### src/rtl/seq_bit_serializer.sv
// -----------------------------------------------------------------------------
// seq_bit_serializer
//   Parallel-to-serial front end for the 1011 sequence-detector path. Accepts
//   WIDTH-bit words over a valid/ready handshake and emits one bit per clock.
//   Back-to-back words stream with no idle cycle: the next word is taken in
//   the final bit cycle of the current one.
//
//   Optional feature macro: SER_PARITY_EN
//     defined   : each word is followed by one even-parity bit (^word)
//     undefined : data bits only; no parity logic is built
//
// Parameters
//   WIDTH      data word width (>= 2)
//   MSB_FIRST  1: din[WIDTH-1] sent first; 0: din[0] sent first
//
// Ports
//   clk        clock, all state updates on posedge
//   reset      synchronous, active-high reset
//   din        parallel word, captured on handshake
//   din_valid  upstream has a word on din
//   din_ready  combinational: block can take a word this cycle
//   ser_bit    serial data/parity bit (registered)
//   ser_valid  ser_bit carries a real bit this cycle (registered)
//   busy       a word is being shifted out (from state register)
// -----------------------------------------------------------------------------
module seq_bit_serializer #(
    parameter int unsigned WIDTH     = 8,
    parameter bit          MSB_FIRST = 1'b1
) (
    input  logic             clk,
    input  logic             reset,
    input  logic [WIDTH-1:0] din,
    input  logic             din_valid,
    output logic             din_ready,
    output logic             ser_bit,
    output logic             ser_valid,
    output logic             busy
);

`ifdef SER_PARITY_EN
    localparam int unsigned LEN = WIDTH + 1;
`else
    localparam int unsigned LEN = WIDTH;
`endif
    localparam int unsigned CNT_W = $clog2(LEN + 1);

    typedef enum logic {
        IDLE  = 1'b0,
        SHIFT = 1'b1
    } state_t;

    state_t             state, state_n;
    logic [WIDTH-1:0]   sreg, sreg_n;
    logic [CNT_W-1:0]   cnt, cnt_n;
    logic               bit_n;
    logic               valid_n;
    logic               last_c;
    logic               accept_c;
`ifdef SER_PARITY_EN
    logic               par, par_n;
`endif

    // Bit that leaves the word next, depending on shift direction.
    function automatic logic head(input logic [WIDTH-1:0] w);
        return MSB_FIRST ? w[WIDTH-1] : w[0];
    endfunction

    // Word with its head bit consumed.
    function automatic logic [WIDTH-1:0] advance(input logic [WIDTH-1:0] w);
        return MSB_FIRST ? (w << 1) : (w >> 1);
    endfunction

    // Final bit cycle of the current word (parity cycle when enabled).
    assign last_c    = (state == SHIFT) && (cnt == CNT_W'(LEN - 1));
    assign din_ready = !reset && ((state == IDLE) || last_c);
    assign accept_c  = din_valid && din_ready;
    assign busy      = (state == SHIFT);

    // Next-state and next-output logic.
    always_comb begin
        state_n = state;
        sreg_n  = sreg;
        cnt_n   = cnt;
        bit_n   = 1'b0;
        valid_n = 1'b0;
`ifdef SER_PARITY_EN
        par_n   = par;
`endif
        if (accept_c) begin
            // First bit goes straight to the output flop; remainder is held.
            state_n = SHIFT;
            cnt_n   = '0;
            bit_n   = head(din);
            sreg_n  = advance(din);
            valid_n = 1'b1;
`ifdef SER_PARITY_EN
            par_n   = ^din;
`endif
        end else if (state == SHIFT) begin
            if (last_c) begin
                state_n = IDLE;
            end else begin
                cnt_n   = cnt + CNT_W'(1);
                valid_n = 1'b1;
`ifdef SER_PARITY_EN
                if (cnt == CNT_W'(WIDTH - 1)) begin
                    bit_n = par;
                end else begin
                    bit_n  = head(sreg);
                    sreg_n = advance(sreg);
                end
`else
                bit_n  = head(sreg);
                sreg_n = advance(sreg);
`endif
            end
        end
    end

    // State and output registers.
    always_ff @(posedge clk) begin
        if (reset) begin
            state     <= IDLE;
            sreg      <= '0;
            cnt       <= '0;
            ser_bit   <= 1'b0;
            ser_valid <= 1'b0;
`ifdef SER_PARITY_EN
            par       <= 1'b0;
`endif
        end else begin
            state     <= state_n;
            sreg      <= sreg_n;
            cnt       <= cnt_n;
            ser_bit   <= bit_n;
            ser_valid <= valid_n;
`ifdef SER_PARITY_EN
            par       <= par_n;
`endif
        end
    end

endmodule

### config.mk
export PLATFORM = sky130hd
export DESIGN_NAME = seq_bit_serializer
export DESIGN_NICKNAME = d
export VERILOG_FILES = /design/src/rtl/seq_bit_serializer.sv
export SDC_FILE = /design/constraint.sdc
export NUM_CORES = 1
export LEC_CHECK = 0
export ABC_CLOCK_PERIOD_IN_PS = 1900
export CAP_MARGIN = 20
export CORE_MARGIN = 2
export CORE_UTILIZATION = 56
export CTS_BUF_LIST = sky130_fd_sc_hd__clkbuf_2 sky130_fd_sc_hd__clkbuf_4 sky130_fd_sc_hd__clkbuf_8
export DETAILED_ROUTE_END_ITERATION = 10
export PLACE_DENSITY = 0.86
export REMOVE_ABC_BUFFERS = 1
export SETUP_SLACK_MARGIN = 0.02
export SYNTH_ARGS = -nofsm -noshare
export SYNTH_HDL_FRONTEND = slang
export SYNTH_SLANG_ARGS = --single-unit
### constraint.sdc
create_clock -name clk -period 1.9 [get_ports clk]
set_input_delay 0.38 -clock clk [delete_from_list [all_inputs] [get_ports clk]]
set_output_delay 0.38 -clock clk [all_outputs]
set_load 0.02 [all_outputs]
* Yosys cells after proc, flatten, opt, wreduce, memory -nomap -nowiden
Index checks and enable logic that the tools add are counted.
** Storage, ports and cells
- Word-level logic and storage cells :: 27
- Output and inout bits :: 4
- Bits in registers :: 13
** Cells by class
- Equal/unequal tests :: 2
- Bitwise operators :: 2
- Reductions and logical operators :: 9
- $add $sub $neg :: 1
- Multiplexer cells :: 9
** Operators by type and width (count)
- 2-to-1 mux 8 bit :: 3
- 2-to-1 mux 1 bit :: 6
- adder 4 x 1 -> 4 bit, second input constant :: 1
- equality test 4 x 3 -> 1 bit, second input constant :: 1
- AND reduction 2 bit :: 2
- logical AND 1 bit :: 3
- inequality test 2 x 1 -> 1 bit, second input constant :: 1
- inverter 1 bit :: 2
- nonzero test 2 bit :: 1
- OR reduction 2 bit :: 1
- logical NOT 1 bit :: 1
- logical OR 1 bit :: 1

* Logic depth before layout (Yosys ltp)
- Depth in word-level cells :: 7
- Mapped depth :: 5
- Mapped depth without buffers :: 4

* Worst setup path after synthesis
No wires, ideal clock.
- Path type :: reg-to-output
- Start :: register cnt[1]
- End :: output port din_ready
- Setup slack :: 0.454 ns
- Cell stages (with the launch flop) :: 4
- Arrival time :: 1.066 ns
- Required time :: 1.520 ns
- Path through :: dfxtp_1 ha_1 nand3b_4 a21oi_1
** On the way
- Cells in the longest elaborated chain, start to end :: 4
** RTL lines
- start: declaration :: line 54 : logic [CNT_W-1:0] cnt, cnt_n;
- start signal: assignment :: line 134 : cnt <= cnt_n;
- equality test 4 x 3 -> 1 bit :: line 74 : assign last_c = (state == SHIFT) && (cnt == CNT_W'(LEN - 1));
- logical AND 1 bit :: line 74
- logical OR 1 bit :: line 75 : assign din_ready = !reset && ((state == IDLE) || last_c);
- logical AND 1 bit :: line 75
- end: declaration :: line 34 : output logic din_ready,
Every way passes these cells.

* Worst setup path in the final report
Ends and elaborated chain as after synthesis.

==> metrics.md <==
| Metric | Value |
|---|---|
| P&R area growth vs syn | `23.3%` |
| Commonest non-fill, non-tap cell in the layout | `dfxtp_1` |
| Post-Synth Simple-Gate Area | `0.295` |
| Hold-fix buffers at CTS | `0` |
| GR Overflow Total | `0` |
| Dpl ws | `-96.8 ps` |
| Clk sinks | `13` |
| Syn Area/Cell | `10.5 sq um` |
| ANT cells | `0` |
| Worst-Margin Slew | `332 ps` |
| Worst reg2reg endpoint | `sreg[5]$_SDFFE_PP0P_` |
| Root buffer cell | `clkbuf_4` |
| Hold path start | `sreg[7]$_SDFFE_PP0P_` |
| Initial DRC count | `9` |
| Fmax | `0.575 GHz` |
| Worst setup margin | `160 ps` |
| Nets@finish | `103` |
| WL per Instance | `13.8 microns` |
| Final setup viols | `0` |
| Clk pwr share | `0.300` |
| # IOs | `15` |
| Post-route antenna net violation count | `0` |
| Floorplan row count | `13` |
| Die area | `0.00166 sq mm` |
| Die boundary height | `40.7 microns` |
| Vias in the first global route | `526` |
| Total power after layout | `0.610 mW` |
| Initial Utilization | `0.588` |
| Die width | `40.7 microns` |
| Final worst path period need | `1740 ps` |
| Hold endpoint | `ser_bit$_SDFF_PP0_` |
| Adder-Cell Fraction of Synth Area | `0.0166` |
| Switching pwr | `0.158 mW` |
| MaxCap Viol Count | `0` |
| DR vias | `613` |
| Fin. Hold Viols | `0` |
| Final Wtd Congestion | `0.695` |
| First-pass GRT wire length | `2.20 mm` |
| Multi-input logic area | `422 sq um` |
| Most frequent cells in the layout | `dfxtp_1, clkdlybuf4s50_1, nor2b_1` |
| Leak | `0.405 nW` |
| Status | `completed` |
| Crit path DAT | `1360 ps` |
| Sequential power share | `0.487` |
| Sw frac | `0.259` |
| Core area | `0.00128 sq mm` |
| Startpoint Class | `flop` |
| CTS max path bufs | `2` |
| Post-route DRC | `0` |
| Initial antenna violation count | `0` |
| Multiplexer share of the synthesized area | `0.0132` |
| Netlist cell types | `28` |
| Detailed-route vias per instance | `5.84` |
| Hold path depth | `2` |
| Reg2reg path depth | `5` |
| Clock transition at path regs | `80 ps` |
| Synth Area in Compound Gates | `0.222` |
| Synth Cell Area | `756 sq um` |
| CTS H-tree depth | `1` |
| Fin Clk Skew | `5.77 ps` |
| Int Pwr | `0.452 mW` |
| Sequential area share after synthesis | `0.344` |
| Slew headroom | `0.778` |
| Yosys reg bits | `13` |
| Critical path data required time | `1520 ps` |
| Largest family of logic cells by synthesized area | `simple AND/OR/NAND/NOR gates` |
| Total Routed Length | `1.45 mm` |
| HP Class | `reg -> reg` |
| R2R Setup Slk | `470 ps` |
| PD cells | `655 mW/mm^2` |
| Gr usage total | `0.208` |
| Gate power share | `0.213` |
| Yosys warnings | `0` |
| Share of cells above drive strength 1 | `0.344` |
| RSZ-0062 raised after global routing | `false` |
| Iteration count of the initial detailed-routing pass | `4` |
| Register area | `260 sq um` |
| Syn Inst Count | `72` |
| Worst-path maximum fanout | `3` |
| Critical Path End Type | `primary output` |
| Fillers | `98` |
| Largest net degree at the start of global routing | `17` |
| Post-synthesis xor/xnor area fraction | `0.0116` |
| Slew Limit Fails | `0` |
| Crit Path Class | `reg -> out` |
| CTS tree | `yes` |
| Final worst-path cycle share | `0.916` |
| Reg2Reg Launch Point | `cnt[1]$_SDFFE_PP0P_` |
| IO buf count | `14` |
| Clk Latency, worst-skew pair | `270 ps` |
| Max VDD drop | `453 uV` |
| CTS buffer count | `3` |
synth_stat cells:
cell type | instances | area [sq um]
o211ai_2 | 2 | 25.0
nand4b_1 | 1 | 8.76
a21oi_2 | 2 | 17.5
mux2i_1 | 1 | 10.0
buf_2 | 2 | 10.0
nand3b_4 | 1 | 20.0
a32oi_1 | 1 | 8.76
a32o_1 | 1 | 10.0
nand2_1 | 1 | 3.75
ha_1 | 1 | 12.5
buf_4 | 1 | 7.51
nor3_1 | 6 | 30.0
nand3b_1 | 1 | 7.51
buf_6 | 3 | 33.8
a221oi_2 | 6 | 90.1
a31oi_1 | 1 | 6.26
clkbuf_8 | 1 | 13.8
clkinv_2 | 1 | 5.00
dfxtp_1 | 13 | 260
nor3_2 | 6 | 60.1
nand3_1 | 3 | 15.0
and3b_1 | 1 | 8.76
nor2_1 | 3 | 11.3
inv_1 | 1 | 3.75
xor2_1 | 1 | 8.76
and3_2 | 1 | 7.51
a21oi_1 | 2 | 10.0
nor2b_1 | 8 | 50.1
routing by layer:
| layer | GRT usage | vias up | wire [microns] |
|---|---|---|---|
| met5 | 0 | - | 0 |
| met4 | 0.125 | 0 | 8 |
| met3 | 0.0326 | 2 | 55 |
| met2 | 0.377 | 13 | 711 |
| met1 | 0.225 | 292 | 678 |
| li1 | - | 306 | - |
how the worst max path moves through the flow:
| stage | from | endpoint | slack [ps] | cells past startpoint |
|---|---|---|---|---|
| 3_3_place_gp | reset | din_ready | -90 | 3 |
| 4_1_cts | cnt[1]$_SDFFE_PP0P_ | din_ready | 30 | 4 |
| 2_1_floorplan | busy$_SDFF_PP0_ | sreg[2]$_SDFFE_PP0P_ | 270 | 3 |
| 6_report | cnt[1]$_SDFFE_PP0P_ | din_ready | 160 | 4 |
| 3_5_place_dp | reset | din_ready | -100 | 3 |
| 5_1_grt | cnt[1]$_SDFFE_PP0P_ | din_ready | 100 | 4 |
cell families (layout without fill, tap and decap cells):
group	count (synthesis)	after routing
adder cells (fa/ha/maj)	1	1
flip-flops	13	13
XOR/XNOR	1	1
buffers and inverters	9	27
multiplexers	1	1
AND/OR/NAND/NOR	32	32
AO/OA/AOI/OAI	15	15
worst max-delay path, stage by stage, from the launching register on:
cell,delay (ps)
dfxtp_1,370
ha_1,240
nand3b_4,90
a21oi_1,190
clkbuf_2,200
flip-flops by register name (all words and copies together), names as in the netlist:
signal,flops
cnt,4
sreg,7
busy,1
ser_bit,1
per-stage QoR:
| stage | instances | utilization | TNS (ps) | hold slack [ps] | area (sq um) |
|---|---|---|---|---|---|
| final | 105 | 0.725 | 0 | 493 | 932 |
| after global routing | 105 | 0.725 | 0 | 503 | 932 |
| after CTS | 105 | 0.725 | 0 | 487 | 932 |
| after detailed placement | 101 | 0.702 | -96.8 | 476 | 902 |
| after global placement | 101 | 0.702 | -92.9 | 469 | 902 |
| after floorplan | 65 | - | 0 | 442 | 691 |
power groups by stage:
stage               sequential, mW  combinational, mW  clock [mW]
finish                       0.297              0.130       0.183
global route                 0.299              0.140       0.201
CTS                          0.297              0.132       0.186
detailed placement           0.303              0.132           0
global placement             0.303              0.128           0
floorplan                    0.313             0.0570           0
layout make-up:
| class | instances | share of cell area |
|---|---|---|
| clock buffer | 4 | 0.0322 |
| inverter | 2 | 0.00940 |
| multi-input combinational | 50 | 0.452 |
| sequential | 13 | 0.279 |
| tap | 15 | 0.0201 |
| timing repair buffer | 21 | 0.207 |
what timing repair did:
action / 4_1_cts / 5_1_grt
setup endpoints to repair: 1 / 3
setup buffers: 0 / 0
gates resized for setup: 2 / 3
hold endpoints to repair: 0 / 0
(Power assumes the default switching activity.)
